==> src/rtl/serial_add_ctrl.sv <==
// Control wrapper around a bit-serial full adder: latches operands on start,
// shifts them LSB-first one bit per clock, and rebuilds the parallel result.
module serial_add_ctrl #(
  parameter int unsigned WIDTH = 8,
  parameter int unsigned CNT_W = $clog2(WIDTH) + 1
) (
  input  logic             clk,
  input  logic             rst_n,
  input  logic             start,
  input  logic             sub,
  input  logic [WIDTH-1:0] a,
  input  logic [WIDTH-1:0] b,
  output logic             busy,
  output logic             done,
  output logic [WIDTH-1:0] sum,
  output logic             cout,
  output logic             ovf
);

  typedef enum logic [1:0] {
    ST_IDLE  = 2'd0,
    ST_SHIFT = 2'd1,
    ST_DONE  = 2'd2
  } state_t;

  state_t state;
  state_t state_nxt;

  logic [WIDTH-1:0] ra;
  logic [WIDTH-1:0] rb;
  logic             carry;
  logic [CNT_W-1:0] cnt;

  logic accept;
  logic last;
  logic bit_s;
  logic carry_n;
  logic busy_nxt;
  logic done_nxt;

  assign accept  = start && ((state == ST_IDLE) || (state == ST_DONE));
  assign last    = (cnt == CNT_W'(WIDTH - 1));
  assign bit_s   = ra[0] ^ rb[0] ^ carry;
  assign carry_n = (ra[0] & rb[0]) | (ra[0] & carry) | (rb[0] & carry);

  // State register
  always_ff @(posedge clk) begin
    if (!rst_n) state <= ST_IDLE;
    else        state <= state_nxt;
  end

  // Next-state logic; start is only honoured in IDLE or DONE
  always_comb begin
    state_nxt = state;
    case (state)
      ST_IDLE:  if (start) state_nxt = ST_SHIFT;
      ST_SHIFT: if (last)  state_nxt = ST_DONE;
      ST_DONE:  state_nxt = start ? ST_SHIFT : ST_IDLE;
      default:  state_nxt = ST_IDLE;
    endcase
  end

  // Output decode of the upcoming state, registered below so busy/done come from flops
  always_comb begin
    busy_nxt = 1'b0;
    done_nxt = 1'b0;
    case (state_nxt)
      ST_SHIFT: busy_nxt = 1'b1;
      ST_DONE:  done_nxt = 1'b1;
      default: ;
    endcase
  end

  // Datapath: operand shifters, registered carry, counter, result and flags
  always_ff @(posedge clk) begin
    if (!rst_n) begin
      busy  <= 1'b0;
      done  <= 1'b0;
      ra    <= '0;
      rb    <= '0;
      carry <= 1'b0;
      cnt   <= '0;
      sum   <= '0;
      cout  <= 1'b0;
      ovf   <= 1'b0;
    end else begin
      busy <= busy_nxt;
      done <= done_nxt;
      if (accept) begin
        ra    <= a;
        rb    <= b ^ {WIDTH{sub}};
        carry <= sub;
        cnt   <= '0;
        sum   <= '0;
        cout  <= 1'b0;
        ovf   <= 1'b0;
      end else if (state == ST_SHIFT) begin
        ra    <= {1'b0, ra[WIDTH-1:1]};
        rb    <= {1'b0, rb[WIDTH-1:1]};
        carry <= carry_n;
        sum   <= {bit_s, sum[WIDTH-1:1]};
        cnt   <= cnt + CNT_W'(1);
        if (last) begin
          cout <= carry_n;
          ovf  <= carry ^ carry_n;
        end
      end
    end
  end

endmodule

==> config.mk <==
export PLATFORM = sky130hd
export DESIGN_NAME = serial_add_ctrl
export DESIGN_NICKNAME = d
export VERILOG_FILES = /design/src/rtl/serial_add_ctrl.sv
export SDC_FILE = /design/constraint.sdc
export NUM_CORES = 1
export LEC_CHECK = 0
export CORE_MARGIN = 4
export CORE_UTILIZATION = 50
export DETAILED_ROUTE_END_ITERATION = 8
export HOLD_SLACK_MARGIN = 0.03
export PLACE_DENSITY = 0.85
export SLEW_MARGIN = 0
export SYNTH_ARGS = -nofsm -noshare
export SYNTH_HDL_FRONTEND = slang
export SYNTH_SLANG_ARGS = --single-unit
==> constraint.sdc <==
create_clock -name clk -period 2.3 [get_ports clk]
set_input_delay 0.345 -clock clk [delete_from_list [all_inputs] [get_ports clk]]
set_output_delay 0.345 -clock clk [all_outputs]
set_load 0.02 [all_outputs]
# Word level (Yosys, flattened, before mapping)
# Cells that the tools add are included.
[totals]
reg_bits = 35
latch_bits = 0
mem_bits_rw = 0
romBits = 0
inputBits = 20
output_inout_bits = 12
word_cells = 44
n_memories = 0
[op_classes]
add_sub_neg = 1
mul = 0
n_div = 0
n_lt_le_gt_ge = 0
n_eq_ne = 5
shifts = 0
n_mux = 12
bitwise = 10
n_reduce_logical = 6
[ops]
columns = ["operator", "n"]
rows = [
  ["$mux 8", 4],
  ["$xor 8x8->8", 1],
  ["$pmux 2 s3", 1],
  ["$mux 1", 5],
  ["$add 4x1->4 const B", 1],
  ["$eq 2x1->1 const B", 2],
  ["$eq 2x2->1 const B", 2],
  ["$eq 4x3->1 const B", 1],
  ["$mux 2", 2],
  ["$and 1x1->1", 3],
  ["$xor 1x1->1", 3],
  ["$logic_not 2->1", 1],
  ["$or 1x1->1", 2],
  ["$reduce_and 2->1", 1],
  ["$reduce_bool 2->1", 1],
  ["$reduce_or 2->1", 1],
  ["$logic_and 1x1->1", 1],
  ["$logic_or 1x1->1", 1],
  ["$not 1->1", 1],
]

# Logic depth before layout (Yosys ltp)
# Gate-level depths: netlist of the first run.
[depth]
ltp_word = 5
ltp_mapped = 5
ltp_nobuf = 4

# Least setup slack after synthesis of the first run
# Ideal clock, no wire load.
[synth_path]
path_kind = "flip-flop to flip-flop"
startpoint = "reg ra[0]"
endpoint = "reg ovf"
setup_ns = 0.118
t_arrival_ns = 1.087
path_slack_ns = 1.095
path_stages_with_launch = 5
path_cell_list = "dfxtp_1 fa_1 xor2_1 nor3_1 nor3_1"
[synth_via]
elab_chain_len = 4
elab_cells_between_ends = 5
cone_classes = "bitwise: 5"
[synth_rtl]
columns = ["item", "line_no", "source"]
rows = [
  ["from (decl)", "29", "logic [WIDTH-1:0] ra;"],
  ["from (signal assigned)", "98", "ra <= {1'b0, ra[WIDTH-1:1]};"],
  ["$and 1x1->1", "44", "assign carry_n = (ra[0] & rb[0]) | (ra[0] & carry) | (rb[0] & carry);"],
  ["$or 1x1->1 * (2 in series)", "44", ""],
  ["named net carry_n", "37", "logic carry_n;"],
  ["$xor 1x1->1 *", "105", "ovf <= carry ^ carry_n;"],
  ["to (signal assigned)", "105", ""],
  ["to (decl)", "17", "output logic ovf"],
]
# The timed path passes the listed nets; every way through them passes the cells marked *.
# A chain may end at the register's enable or synchronous reset.

# Final worst setup path of the first run
[layout_path]
startpoint = "reg sum[6]"
endpoint = "out sum[6]"
[layout_rtl]
columns = ["item", "line_no", "source"]
rows = [
  ["from (decl)", "15", "output logic [WIDTH-1:0] sum,"],
  ["from (signal assigned)", "101", "sum <= {bit_s, sum[WIDTH-1:1]};"],
]
# No word-level cell between the ends.

==> flow_summary.yaml, run 1 <==
clock_network:
  cts.path.max_buffers: 2
  cts_hold_buf: 0
  cts_resized: 0
  clk_latency_ns: 0.34
  post_cts_buffers: 0
  cts_sinks: 35
  cts_root_buffer: "clkbuf_4"
  clk_pin_slew_ns: 0.11
  ctsHtreeMaxLevel: 2
  cts_made_buffers: 5
  cts_tree: "done"
pwr:
  power_density_mw_per_mm2: 624
  combPwrFrac_pct: 14.6
  seqPwrFrac_pct: 57.0
  switching_share_pct: 27.5
  intPower_mw: 0.833
  ir_drop_mv: 0.394
  switchingPower_mw: 0.316
  p_clk_share_pct: 28.4
  leakage_nw: 0.661
place:
  place_hpwl_mm: 2.16
  place_congestion: 0.760
  io_buffers: 31
worst_setup_path:
  crit_path_max_fanout: 3
  crit_arrival_ns: 1.32
  worstPathRequired_ns: 1.96
  crit_type: "flop to output port"
  path_buf_inv: 1
  path_delay_family: "buffers and inverters"
  slowest_delay_ns: 0.61
  crit_path_end_kind: "output port"
  r2r_setup_slack_ns: 0.79
  critPathSlowestCell: "clkdlybuf4s50_1"
  crit_chain: "clkdlybuf4s50_1"
  start_kind: "flop"
drt:
  wl_mm: 3.04
  drt_iter0_drc: 98
  antenna_left: 0
  vias_per_cell: 5.60
  drtPass1Iterations: 4
  routedWlPerCell_um: 13.0
  vias: 1305
  drc: 0
timing:
  max_freq_mhz: 599
  max-slew-margin-rel_pct: 60.5
  tns_ns: 0
  rsz0062_at_grt: "false"
  period_share_pct: 72.6
  fin_worst_skew_ns: 0.00847
  final_hold_viol_count: 0
  drv_slew: 0
  whs_ns: 0.458
  setup_viol: 0
  worst_pin_slew_ns: 0.592
  fin_crit_ns: 1.67
floorplan:
  rows: 19
  die_area_mm2: 0.00396
  die_w_um: 63.0
  die_y_um: 63.0
  ios: 32
  core_area_mm2: 0.00283
  start_util_pct: 53.4
global_route:
  antenna_found_initial: 0
  grt_max_degree: 23
  grt_pass1_vias: 1196
  overflow: 0
  grt_pass1_wl_mm: 5.26
  track_usage_pct: 16.4
logic_synthesis:
  synth.avg_cell_area_um2: 8.73
  syn_area_mm2: 0.00151
  yosysUniqueCellTypes: 29
  syn-num-nets: 195
  ys_ff_latch: 35
  ys_seq_area_share_pct: 46.4
  syn_inst: 173
  ys_top_cells_by_area: "dfxtp_1 46%, nand2_1 8.9%, xor2_1 5.8%"
  yosysTopAreaCellShare_pct: 46.4
  synth-warning-count: 0
  yosys.area.top_type: "dfxtp_1"
outcome:
  outcome: "complete, no violations"
cells_and_area:
  n_antenna_cell: 0
  multiInputGateArea_um2: 709
  syn_to_final_growth_pct: 22.0
  drive_above_1_share_pct: 5.94
  seqCellArea_um2: 701
  fin_nets: 223
  fillers: 266
job:
  drv_cap: 0
worst_hold_path:
  hold_class: "flop to flop"
==> registers in the layout, indices dropped and copies added, names as in the netlist <==
register / flops
cout: 1
carry: 1
ovf: 1
busy: 1
cnt: 4
rb: 8
ra: 8
state: 2
done: 1
sum: 8
==> cell type report <==
class	count	share of cell area, %
Clock buffer	6	2.24
Clock inverter	2	0.679
Multi-Input combinational cell	124	38.5
Sequential cell	35	38.0
Tap cell	31	2.10
Timing Repair Buffer	35	18.5
==> power by group through the flow <==
stage          Sequential, mW  Clock [mW]  Combinational [mW]
2_1_floorplan           0.668           0               0.117
3_3_place_gp            0.667           0               0.161
3_5_place_dp            0.669           0               0.168
4_1_cts                 0.655       0.331               0.169
5_1_grt                 0.660       0.363               0.187
6_report                0.655       0.327               0.167
==> kinds of logic after synthesis <==
logic type               synth area share (%)
AO/OA/AOI/OAI                            18.6
XOR/XNOR                                 6.38
adder cells (fa/ha/maj)                  2.15
buffers and inverters                    6.63
flip-flops                               46.4
AND/OR/NAND/NOR                          19.9
==> path summary, 6_finish.rpt <==
kind | endpoint | from | depth (start not counted)
max | sum[6] | sum[6] | 1
min | sum[0] | sum[0] | 2
max reg2reg | ovf | state[0] | 4
min reg2reg | sum[0] | sum[0] | 2
==> cell usage in the layout, fill, tap and decap left out, drive strengths merged <==
cell	n
and2	2
clkbuf	6
o21ai	10
ha	1
a21oi	13
clkdlybuf4s50	31
o221ai	1
a22oi	7
and3	2
nand2b	2
nand2	37
and2b	2
xnor2	1
or3	1
buf	4
a21boi	8
nand3b	2
a31oi	7
xor2	10
clkinv	1
nor3	3
and3b	1
nand3	10
clkinvlp	1
fa	1
dfxtp	35
nor2	3
==> layer usage <==
layer | up-vias | share of wire (%) | track usage (%)
met1 | 617 | 43 | 19.9
met4 | 0 | 1.9 | 6.61
li1 | 646 | - | -
met2 | 35 | 50 | 27.0
met3 | 7 | 4.5 | 4.50
met5 | - | 0 | 0
==> synthesized netlist by cell type <==
cell type / number
nand3b_1: 2
o21ai_0: 9
dfxtp_1: 35
xor2_1: 10
xnor2_1: 1
and2_1: 2
a21boi_0: 6
buf_2: 5
nand3_1: 10
buf_4: 1
nand2_2: 1
fa_1: 1
nand2b_1: 2
nor3_1: 3
o21ai_1: 1
a21boi_1: 2
clkbuf_1: 3
a22oi_1: 7
and3b_1: 1
ha_1: 1
or3_1: 1
nand2_1: 36
a21oi_1: 13
nor2_1: 3
and3_1: 2
buf_6: 5
o221ai_1: 1
and2b_1: 2
a31oi_1: 7
==> per-stage QoR <==
stage                     area [um^2]  std cells  util [%]  setup WS [ns]  power, mW
after floorplan                  1510        173         -           1.09      0.785
after global placement           1790        225      63.2          0.685      0.828
after detailed placement         1790        225      63.2          0.627      0.837
after CTS                        1840        233      65.1          0.613       1.15
after global routing             1840        233      65.1          0.566       1.21
final                            1840        233      65.1          0.630       1.15
(Power assumes the default switching activity.)
==> run 2: changes to the inputs <==
- CORE_UTILIZATION: 50 -> 49
- PLACE_DENSITY: 0.85 -> 0.83
- clock period: 2.3 -> 1.7 ns (I/O delays scaled with it)
==> run 2 against run 1 <==
Net effect:
- combinational power increased by 45%
- sequential power is 35% higher
- wire length increased by 0.23%
- highest routed layer unchanged
- design area grew 3.2%
==> flow_summary.yaml, run 2 (synthesis results as in run 1) <==
clock_network:
  cts.path.max_buffers: 2
  cts_resized: 0
  clk_latency_ns: 0.33
  clk_pin_slew_ns: 0.11
  cts_hold_buf: 0
  cts_tree: "done"
  ctsHtreeMaxLevel: 2
  cts_root_buffer: "clkbuf_4"
  cts_made_buffers: 5
  post_cts_buffers: 0
  cts_sinks: 35
floorplan:
  die_w_um: 63.5
  core_area_mm2: 0.00285
  start_util_pct: 52.9
  rows: 19
  die_area_mm2: 0.00403
  ios: 32
  die_y_um: 63.5
worst_setup_path:
  start_kind: "flop"
  critPathSlowestCell: "clkdlybuf4s50_1"
  r2r_setup_slack_ns: 0.42
  crit_path_end_kind: "output port"
  crit_path_max_fanout: 3
  path_delay_family: "buffers and inverters"
  crit_type: "flop to output port"
  crit_arrival_ns: 1.31
  crit_chain: "clkdlybuf4s50_1"
  path_buf_inv: 1
  slowest_delay_ns: 0.63
  worstPathRequired_ns: 1.44
drt:
  wl_mm: 3.04
  drc: 0
  drtPass1Iterations: 4
  drt_iter0_drc: 87
  antenna_left: 0
  vias_per_cell: 5.47
  vias: 1286
  routedWlPerCell_um: 13.0
pwr:
  ir_drop_mv: 0.548
  power_density_mw_per_mm2: 863
  finalPower_mw: 1.64
  leakage_nw: 0.690
timing:
  max-slew-margin-rel_pct: 69.6
  fin_crit_ns: 1.57
  fin_worst_skew_ns: 0.00777
  final_hold_viol_count: 0
  tns_ns: 0
  worst_slack_ns: 0.131
  rsz0062_at_grt: "false"
  worst_pin_slew_ns: 0.455
  setup_viol: 0
  drv_slew: 0
  period_share_pct: 92.3
  max_freq_mhz: 637
cells_and_area:
  fillers: 240
  seqCellArea_um2: 701
  multiInputGateArea_um2: 709
  fin_nets: 225
  syn_to_final_growth_pct: 25.9
  utilization_pct: 66.7
  drive_above_1_share_pct: 7.35
  largestRegisters: "ra: 8 flops, rb: 8 flops, sum: 8 flops"
  n_antenna_cell: 0
  layout.cells.most_common: "nand2_1"
  layout_common_cells: "36 x nand2_1, 35 x dfxtp_1, 31 x clkdlybuf4s50_1"
worst_hold_path:
  hold_class: "flop to flop"
global_route:
  antenna_found_initial: 0
  grt_pass1_vias: 1192
  grt_pass1_wl_mm: 5.15
  overflow: 0
  grt_max_degree: 27
  track_usage_pct: 16.1
place:
  place_congestion: 0.750
  dp_slack_ns: 0.114
  io_buffers: 31
  place_hpwl_mm: 2.14
job:
  drv_cap: 0
outcome:
  outcome: "complete, no violations"
==> run 2: cell count changes in the layout (fill, tap and decap cells not counted) <==
cell	before	now
clkinv_2	1	0
clkbuf_1	1	0
buf_12	0	2
clkbuf_8	0	2
==> run 2: power breakdown <==
| part | leakage, nW | switching, mW | internal, mW |
|---|---|---|---|
| logic | 0.366 | 0.122 | 0.119 |
| clock network | 0.0375 | 0.271 | 0.242 |
| registers | 0.286 | 0.0254 | 0.861 |
==> run 2: final timing paths <==
check	startpoint	endpoint	cells after the start
max	sum[1]	sum[1]	1
min	ra[7]	ra[7]	2
max reg2reg	ra[0]	ovf	4
min reg2reg	ra[7]	ra[7]	2
==> run 2: metal layers <==
metal	share of wire, %	global-route usage [%]
met1	43	18.3
met2	51	27.2
met3	4.7	6.39
met4	0.89	5.66
met5	0	0
==> run 2: cell type report <==
| class | instances | area share [%] |
|---|---|---|
| multi-input cells | 124 | 37.3 |
| flip-flops and latches | 35 | 36.8 |
| repair buffers | 37 | 20.0 |
| clock buffers | 7 | 3.42 |
| well taps | 31 | 2.04 |
| clock inverters | 1 | 0.395 |
==> run 2: metrics by stage <==
| step | std cells | area [um^2] | hold slack [ns] |
|---|---|---|---|
| 4_1_cts | 235 | 1900 | 0.446 |
| 6_report | 235 | 1900 | 0.460 |
| 3_5_place_dp | 227 | 1830 | 0.446 |
| 3_3_place_gp | 227 | 1830 | 0.439 |
| 2_1_floorplan | 173 | 1510 | 0.387 |
| 5_1_grt | 235 | 1900 | 0.451 |
